--- src/rtl/vga_timing_pkg.sv ---
// vga_timing_pkg
//   Shared 640x480@60 timing constants for the VGA timing generator and the
//   drawing stage. Holds the raw porch/sync figures, the derived totals, the
//   sync window bounds, the registered output bundle type and a small window
//   helper.
//   Ports: none (package).
package vga_timing_pkg;

  localparam int VGA_H_ACTIVE = 640;
  localparam int VGA_H_FP     = 16;
  localparam int VGA_H_SYNC   = 96;
  localparam int VGA_H_BP     = 48;
  localparam int VGA_V_ACTIVE = 480;
  localparam int VGA_V_FP     = 10;
  localparam int VGA_V_SYNC   = 2;
  localparam int VGA_V_BP     = 33;

  localparam int VGA_H_TOT = VGA_H_ACTIVE + VGA_H_FP + VGA_H_SYNC + VGA_H_BP;
  localparam int VGA_V_TOT = VGA_V_ACTIVE + VGA_V_FP + VGA_V_SYNC + VGA_V_BP;

  // Inclusive sync windows in counter coordinates.
  localparam int VGA_HS_START = VGA_H_ACTIVE + VGA_H_FP;
  localparam int VGA_HS_END   = VGA_H_ACTIVE + VGA_H_FP + VGA_H_SYNC - 1;
  localparam int VGA_VS_START = VGA_V_ACTIVE + VGA_V_FP;
  localparam int VGA_VS_END   = VGA_V_ACTIVE + VGA_V_FP + VGA_V_SYNC - 1;

  localparam int VGA_POS_W = 10;

  typedef struct packed {
    logic                 hs;
    logic                 vs;
    logic                 blank;
    logic                 line_start;
    logic                 frame_start;
    logic [VGA_POS_W-1:0] x;
    logic [VGA_POS_W-1:0] y;
  } vga_out_t;

  // Syncs idle high, everything else low while held in reset.
  localparam vga_out_t VGA_OUT_RESET = '{
    hs:          1'b1,
    vs:          1'b1,
    blank:       1'b0,
    line_start:  1'b0,
    frame_start: 1'b0,
    x:           '0,
    y:           '0
  };

  function automatic logic in_window(input logic [VGA_POS_W-1:0] pos,
                                     input logic [VGA_POS_W-1:0] lo,
                                     input logic [VGA_POS_W-1:0] hi);
    return (pos >= lo) && (pos <= hi);
  endfunction

endpackage

--- src/rtl/vga_timing_gen.sv ---
// vga_timing_gen
//   Free-running VGA raster timing. Two inline counters (hc, vc) walk the
//   full raster including blanking; every output is a registered decode of
//   the counters, so outputs lag the counters by exactly one clock and no
//   input other than reset reaches an output combinationally.
//   Ports:
//     vga_clk     in   pixel clock, rising edge
//     reset       in   asynchronous, active-high
//     hs, vs      out  horizontal / vertical sync, active-low
//     blank       out  1 = visible pixel, 0 = blanking
//     DrawX/DrawY out  position of the pixel currently shown (10 bits each)
//     line_start  out  one-cycle pulse while DrawX = 0
//     frame_start out  one-cycle pulse while DrawX = 0 and DrawY = 0
//     frame_count out  completed frames since reset, wraps at 256
module vga_timing_gen
  import vga_timing_pkg::*;
#(
  parameter int H_ACTIVE = VGA_H_ACTIVE,
  parameter int H_FP     = VGA_H_FP,
  parameter int H_SYNC   = VGA_H_SYNC,
  parameter int H_BP     = VGA_H_BP,
  parameter int V_ACTIVE = VGA_V_ACTIVE,
  parameter int V_FP     = VGA_V_FP,
  parameter int V_SYNC   = VGA_V_SYNC,
  parameter int V_BP     = VGA_V_BP
) (
  input  logic                 vga_clk,
  input  logic                 reset,
  output logic                 hs,
  output logic                 vs,
  output logic                 blank,
  output logic [VGA_POS_W-1:0] DrawX,
  output logic [VGA_POS_W-1:0] DrawY,
  output logic                 line_start,
  output logic                 frame_start,
  output logic [7:0]           frame_count
);

  localparam int H_TOT = H_ACTIVE + H_FP + H_SYNC + H_BP;
  localparam int V_TOT = V_ACTIVE + V_FP + V_SYNC + V_BP;

  localparam logic [VGA_POS_W-1:0] H_LAST  = VGA_POS_W'(H_TOT - 1);
  localparam logic [VGA_POS_W-1:0] V_LAST  = VGA_POS_W'(V_TOT - 1);
  localparam logic [VGA_POS_W-1:0] H_VIS   = VGA_POS_W'(H_ACTIVE);
  localparam logic [VGA_POS_W-1:0] V_VIS   = VGA_POS_W'(V_ACTIVE);
  localparam logic [VGA_POS_W-1:0] HS_LO   = VGA_POS_W'(H_ACTIVE + H_FP);
  localparam logic [VGA_POS_W-1:0] HS_HI   = VGA_POS_W'(H_ACTIVE + H_FP + H_SYNC - 1);
  localparam logic [VGA_POS_W-1:0] VS_LO   = VGA_POS_W'(V_ACTIVE + V_FP);
  localparam logic [VGA_POS_W-1:0] VS_HI   = VGA_POS_W'(V_ACTIVE + V_FP + V_SYNC - 1);

  logic [VGA_POS_W-1:0] hc;
  logic [VGA_POS_W-1:0] vc;
  logic                 h_wrap;
  logic                 v_wrap;
  logic [7:0]           frame_cnt;
  vga_out_t             pix_d;
  vga_out_t             pix_q;
  logic [7:0]           frame_count_q;

  assign h_wrap = (hc == H_LAST);
  assign v_wrap = (vc == V_LAST);

  // Both counters wrap on the same edge at the end of the last line, so the
  // frame boundary costs no extra cycle.
  always_ff @(posedge vga_clk or posedge reset) begin
    if (reset) begin
      hc <= '0;
      vc <= '0;
    end else if (h_wrap) begin
      hc <= '0;
      vc <= v_wrap ? '0 : vc + 1'b1;
    end else begin
      hc <= hc + 1'b1;
    end
  end

  // frame_cnt moves on the counter wrap; it is then re-registered alongside
  // the pixel decode so the new value shows up with the next frame_start.
  always_ff @(posedge vga_clk or posedge reset) begin
    if (reset) begin
      frame_cnt <= '0;
    end else if (h_wrap && v_wrap) begin
      frame_cnt <= frame_cnt + 8'd1;
    end
  end

  always_comb begin
    pix_d             = VGA_OUT_RESET;
    pix_d.hs          = ~in_window(hc, HS_LO, HS_HI);
    pix_d.vs          = ~in_window(vc, VS_LO, VS_HI);
    pix_d.blank       = (hc < H_VIS) && (vc < V_VIS);
    pix_d.line_start  = (hc == '0);
    pix_d.frame_start = (hc == '0) && (vc == '0);
    pix_d.x           = hc;
    pix_d.y           = vc;
  end

  always_ff @(posedge vga_clk or posedge reset) begin
    if (reset) begin
      pix_q         <= VGA_OUT_RESET;
      frame_count_q <= '0;
    end else begin
      pix_q         <= pix_d;
      frame_count_q <= frame_cnt;
    end
  end

  assign hs          = pix_q.hs;
  assign vs          = pix_q.vs;
  assign blank       = pix_q.blank;
  assign line_start  = pix_q.line_start;
  assign frame_start = pix_q.frame_start;
  assign DrawX       = pix_q.x;
  assign DrawY       = pix_q.y;
  assign frame_count = frame_count_q;

endmodule

--- config.mk ---
export PLATFORM = sky130hd
export DESIGN_NAME = vga_timing_gen
export DESIGN_NICKNAME = d
export VERILOG_FILES = /design/src/rtl/vga_timing_pkg.sv /design/src/rtl/vga_timing_gen.sv
export SDC_FILE = /design/constraint.sdc
export NUM_CORES = 1
export LEC_CHECK = 0
export ABC_AREA = 0
export CORE_MARGIN = 4
export CORE_UTILIZATION = 55
export CTS_BUF_LIST = sky130_fd_sc_hd__clkbuf_4
export CTS_CLUSTER_DIAMETER = 100
export DETAILED_ROUTE_END_ITERATION = 12
export PLACE_DENSITY = 0.83
export SYNTH_ARGS = -nofsm -noshare
export SYNTH_HDL_FRONTEND = slang
export SYNTH_SLANG_ARGS = --single-unit
--- constraint.sdc ---
create_clock -name vga_clk -period 2.6 [get_ports vga_clk]
set_clock_uncertainty 0.15 [all_clocks]
set_input_delay 0.52 -clock vga_clk [delete_from_list [all_inputs] [get_ports vga_clk]]
set_output_delay 0.52 -clock vga_clk [all_outputs]
set_load 0.05 [all_outputs]
==> results.yml, run 1 <==
timing:
  slew_headroom_pct: 60.0
  fin_tns_setup_ns: 0
  finalHoldViolations: 0
  setup_viol: 0
  max_freq_mhz: 419
  fin_ws_ns: 0.213
  fin_crit_ns: 2.39
  slew_viol_final: 0
  rsz0062_at_grt: "no"
  worst_pin_slew_ns: 0.594
  min_period_over_period_pct: 91.8
  hold_slack_ns: 0.261
worst_setup_path:
  rr_startpoint: "hc[5]"
  crit_slowest_cell: "or4b_4"
  cp.required_ns: 2.72
  start_kind: "flop"
  critPathLaunch: "hc[5]"
  ff2ff_path_depth: 4
  r2r_slack_ns: 0.21
  path_cells: "or4b_4 -> or3_4 -> nor2_2 -> mux2_1"
  crit_type: "flop to flop"
  r2r_end: "frame_cnt[1]"
  cp_slowest_stage_delay_ns: 0.61
  arrival_ns: 2.51
  critPathMaxFanout: 13
  endpoint_kind: "flop"
drt:
  final_antenna_net_count: 0
  drt-total-wl_mm: 4.20
  drtIter0Drc: 80
  drc: 0
  vias_per_cell: 5.35
  vias: 1498
  drtPass1Iterations: 4
  wire_per_inst_um: 15.0
grt:
  grt_util_all_layers_pct: 18.5
  grt_pass1_vias: 1464
  antenna_found_initial: 0
  grt_pass1_wl_mm: 7.31
  grt_max_degree: 28
  overflow: 0
synth:
  synth_top_family_by_area: "simple AND/OR/NAND/NOR gates"
  muxShareOfSynthArea_pct: 0.484
  syn_area_per_cell_um2: 13.1
  synth_top_area_share_pct: 63.5
  synth-compound-area-share_pct: 4.09
  syn_inst: 178
  synth_warnings: 0
  synthesis.nets: 186
  ys_ff_latch: 61
  synthTopCellsByArea: "dfrtp_1 (63%), xor2_1 (4.1%), ha_1 (3.2%), xnor2_1 (2.6%), nand3_1 (2.6%)"
  ys_seq_area_share_pct: 65.7
  synth_area_mm2: 0.00233
  yosys.area_share.adder_pct: 3.23
  yosys.cell_types.count: 35
  synth_top_cell_by_area: "dfrtp_1"
  synthSimpleGateAreaFrac_pct: 17.8
  synth-xor-area-share_pct: 6.78
clock_network:
  post-cts-setup-buffers: 0
  cts_buffer_depth: 2
  clock_sinks: 61
  cts_tree: "done"
  post_cts_resized: 0
  cts_made_buffers: 9
  cts-htree-levels: 3
  cts_root_buf: "clkbuf_4"
  hold_buffers: 0
  clock_latency_ns: 0.39
  clkTransAtPathRegs_ns: 0.09
layout:
  layout_commonest_cell: "dfrtp_1"
  final_nets: 234
  layout-drive-gt1-share_pct: 11.3
  layout_common_cells: "dfrtp_1 (59), clkdlybuf4s50_1 (34), nand3_1 (12)"
  areaGrowthSynthToFinish_pct: 23.1
  antenna_cells: 0
  fillers: 290
run:
  cap_violations: 0
floorplan:
  start_util_pct: 57.3
  die_y_um: 73.0
  io_pins: 35
  core_mm2: 0.00406
  die_area_mm2: 0.00533
  row_count: 23
  die_x_um: 73.0
hold_path:
  hold_end: "frame_count[7]"
  whs_path_depth: 0
  min_path_type: "flop to flop"
  worstHoldStart: "frame_cnt[7]"
pwr:
  power_leakage_uw: 0.00135
  ir_worst_vdd_v: 0.000334
  comb_power_share_pct: 1.6
  clockPowerShare_pct: 34.1
  switchingPower_uw: 319
  fin_total_pwr_uw: 1480
  pwr_density_cell_mw_per_mm2: 515
  power.internal_uw: 1160
  swShare_pct: 21.6
  p_seq_share_pct: 64.3
place:
  place.port_buffers: 34
  dpl.hpwl_mm: 2.96
  dp_slack_ns: 0.239
  gp_congestion: 0.795
run_status:
  status: "complete, no violations"
## cells in the mapped netlist
library cell,instances
mux2_1,1
xnor2_1,7
buf_6,1
or3_1,3
a22o_1,1
or3_4,1
nor4_1,3
o21ai_0,4
o21ai_1,2
dfrtp_1,59
and2_1,2
nor2b_1,3
nor2_2,1
clkbuf_1,1
nor4b_1,1
or4_1,2
nand4_1,7
xor2_1,11
o211ai_1,1
nor4_4,2
nand3_1,12
a21oi_1,2
o221ai_1,1
nor3_1,6
dfstp_2,2
and4_1,2
nor2_1,9
nor3_2,1
inv_1,8
nand2_1,7
and3_1,4
o21a_1,2
ha_1,6
or4b_4,1
o31ai_1,2
## critical path, delay by kind of cell, from the launching register on
family | cells | cell delay [ns]
simple gates | 3 | 1.30
flops | 1 | 0.48
mux | 1 | 0.35
## through the flow
| step | util, % | instances | instance area (um^2) |
|---|---|---|---|
| after floorplan | - | 178 | 2330 |
| after global placement | 68.1 | 265 | 2760 |
| after detailed placement | 68.1 | 265 | 2760 |
| after CTS | 70.6 | 280 | 2860 |
| after global routing | 70.6 | 280 | 2860 |
| final | 70.6 | 280 | 2860 |
## state kept, by name, summed over array words and instances, names as in the netlist
signal       flops
frame_start      1
DrawY           10
DrawX           10
frame_count      8
blank            1
frame_cnt        8
vs               1
line_start       1
hs               1
vc              10
hc              10
## per-layer routing
layer / part of all wire [%] / vias up / track usage (%)
met5: 0 / - / 0
met4: 1.6 / 0 / 7.99
met3: 4.9 / 5 / 6.34
met2: 49 / 35 / 27.6
met1: 45 / 735 / 24.6
li1: - / 723 / -
## area by class of cell
type	count	area, um^2	area share, %
clock buffers	11	82.6	2.88
clock inverters	4	16.3	0.568
inverters	8	30.0	1.05
multi-input cells	107	752	26.3
flip-flops and latches	61	1530	53.4
well taps	50	62.6	2.19
repair buffers	39	390	13.6
## cells by family (layout without fill, tap and decap cells)
| family | Yosys count | in the layout |
|---|---|---|
| xor+xnor | 18 | 18 |
| mux | 1 | 1 |
| compound gates | 15 | 15 |
| simple gates | 67 | 67 |
| fa+ha+maj | 6 | 6 |
| flops | 61 | 61 |
| buf+inv | 10 | 62 |
## power groups by stage
stage | combinational (uW) | clock [uW] | sequential [uW]
floorplan | 13.8 | 0 | 967
CTS | 25.2 | 518 | 948
finish | 24.0 | 503 | 948
global route | 28.4 | 566 | 948
global placement | 24.5 | 0 | 967
detailed placement | 25.2 | 0 | 967
## worst max-delay path by stage
stage	to	depth (start not counted)	slack, ns
floorplan	DrawX[0]	1	0.42
detailed placement	frame_cnt[1]	4	0.24
CTS	vs	1	0.20
global route	frame_cnt[1]	4	0.14
finish	frame_cnt[1]	4	0.21
global placement	frame_cnt[1]	4	0.30
Note: power is estimated with default switching activity, not from simulation.
==> run 2, diff against run 1 <==
--- a/config.mk
+++ b/config.mk
@@ -15,3 +15,4 @@
 export SYNTH_ARGS = -nofsm -noshare
 export SYNTH_HDL_FRONTEND = slang
 export SYNTH_SLANG_ARGS = --single-unit
+export TNS_END_PERCENT = 100
==> results of run 2 <==
No change in the layout: final DEF, timing and power equal those of run 1.
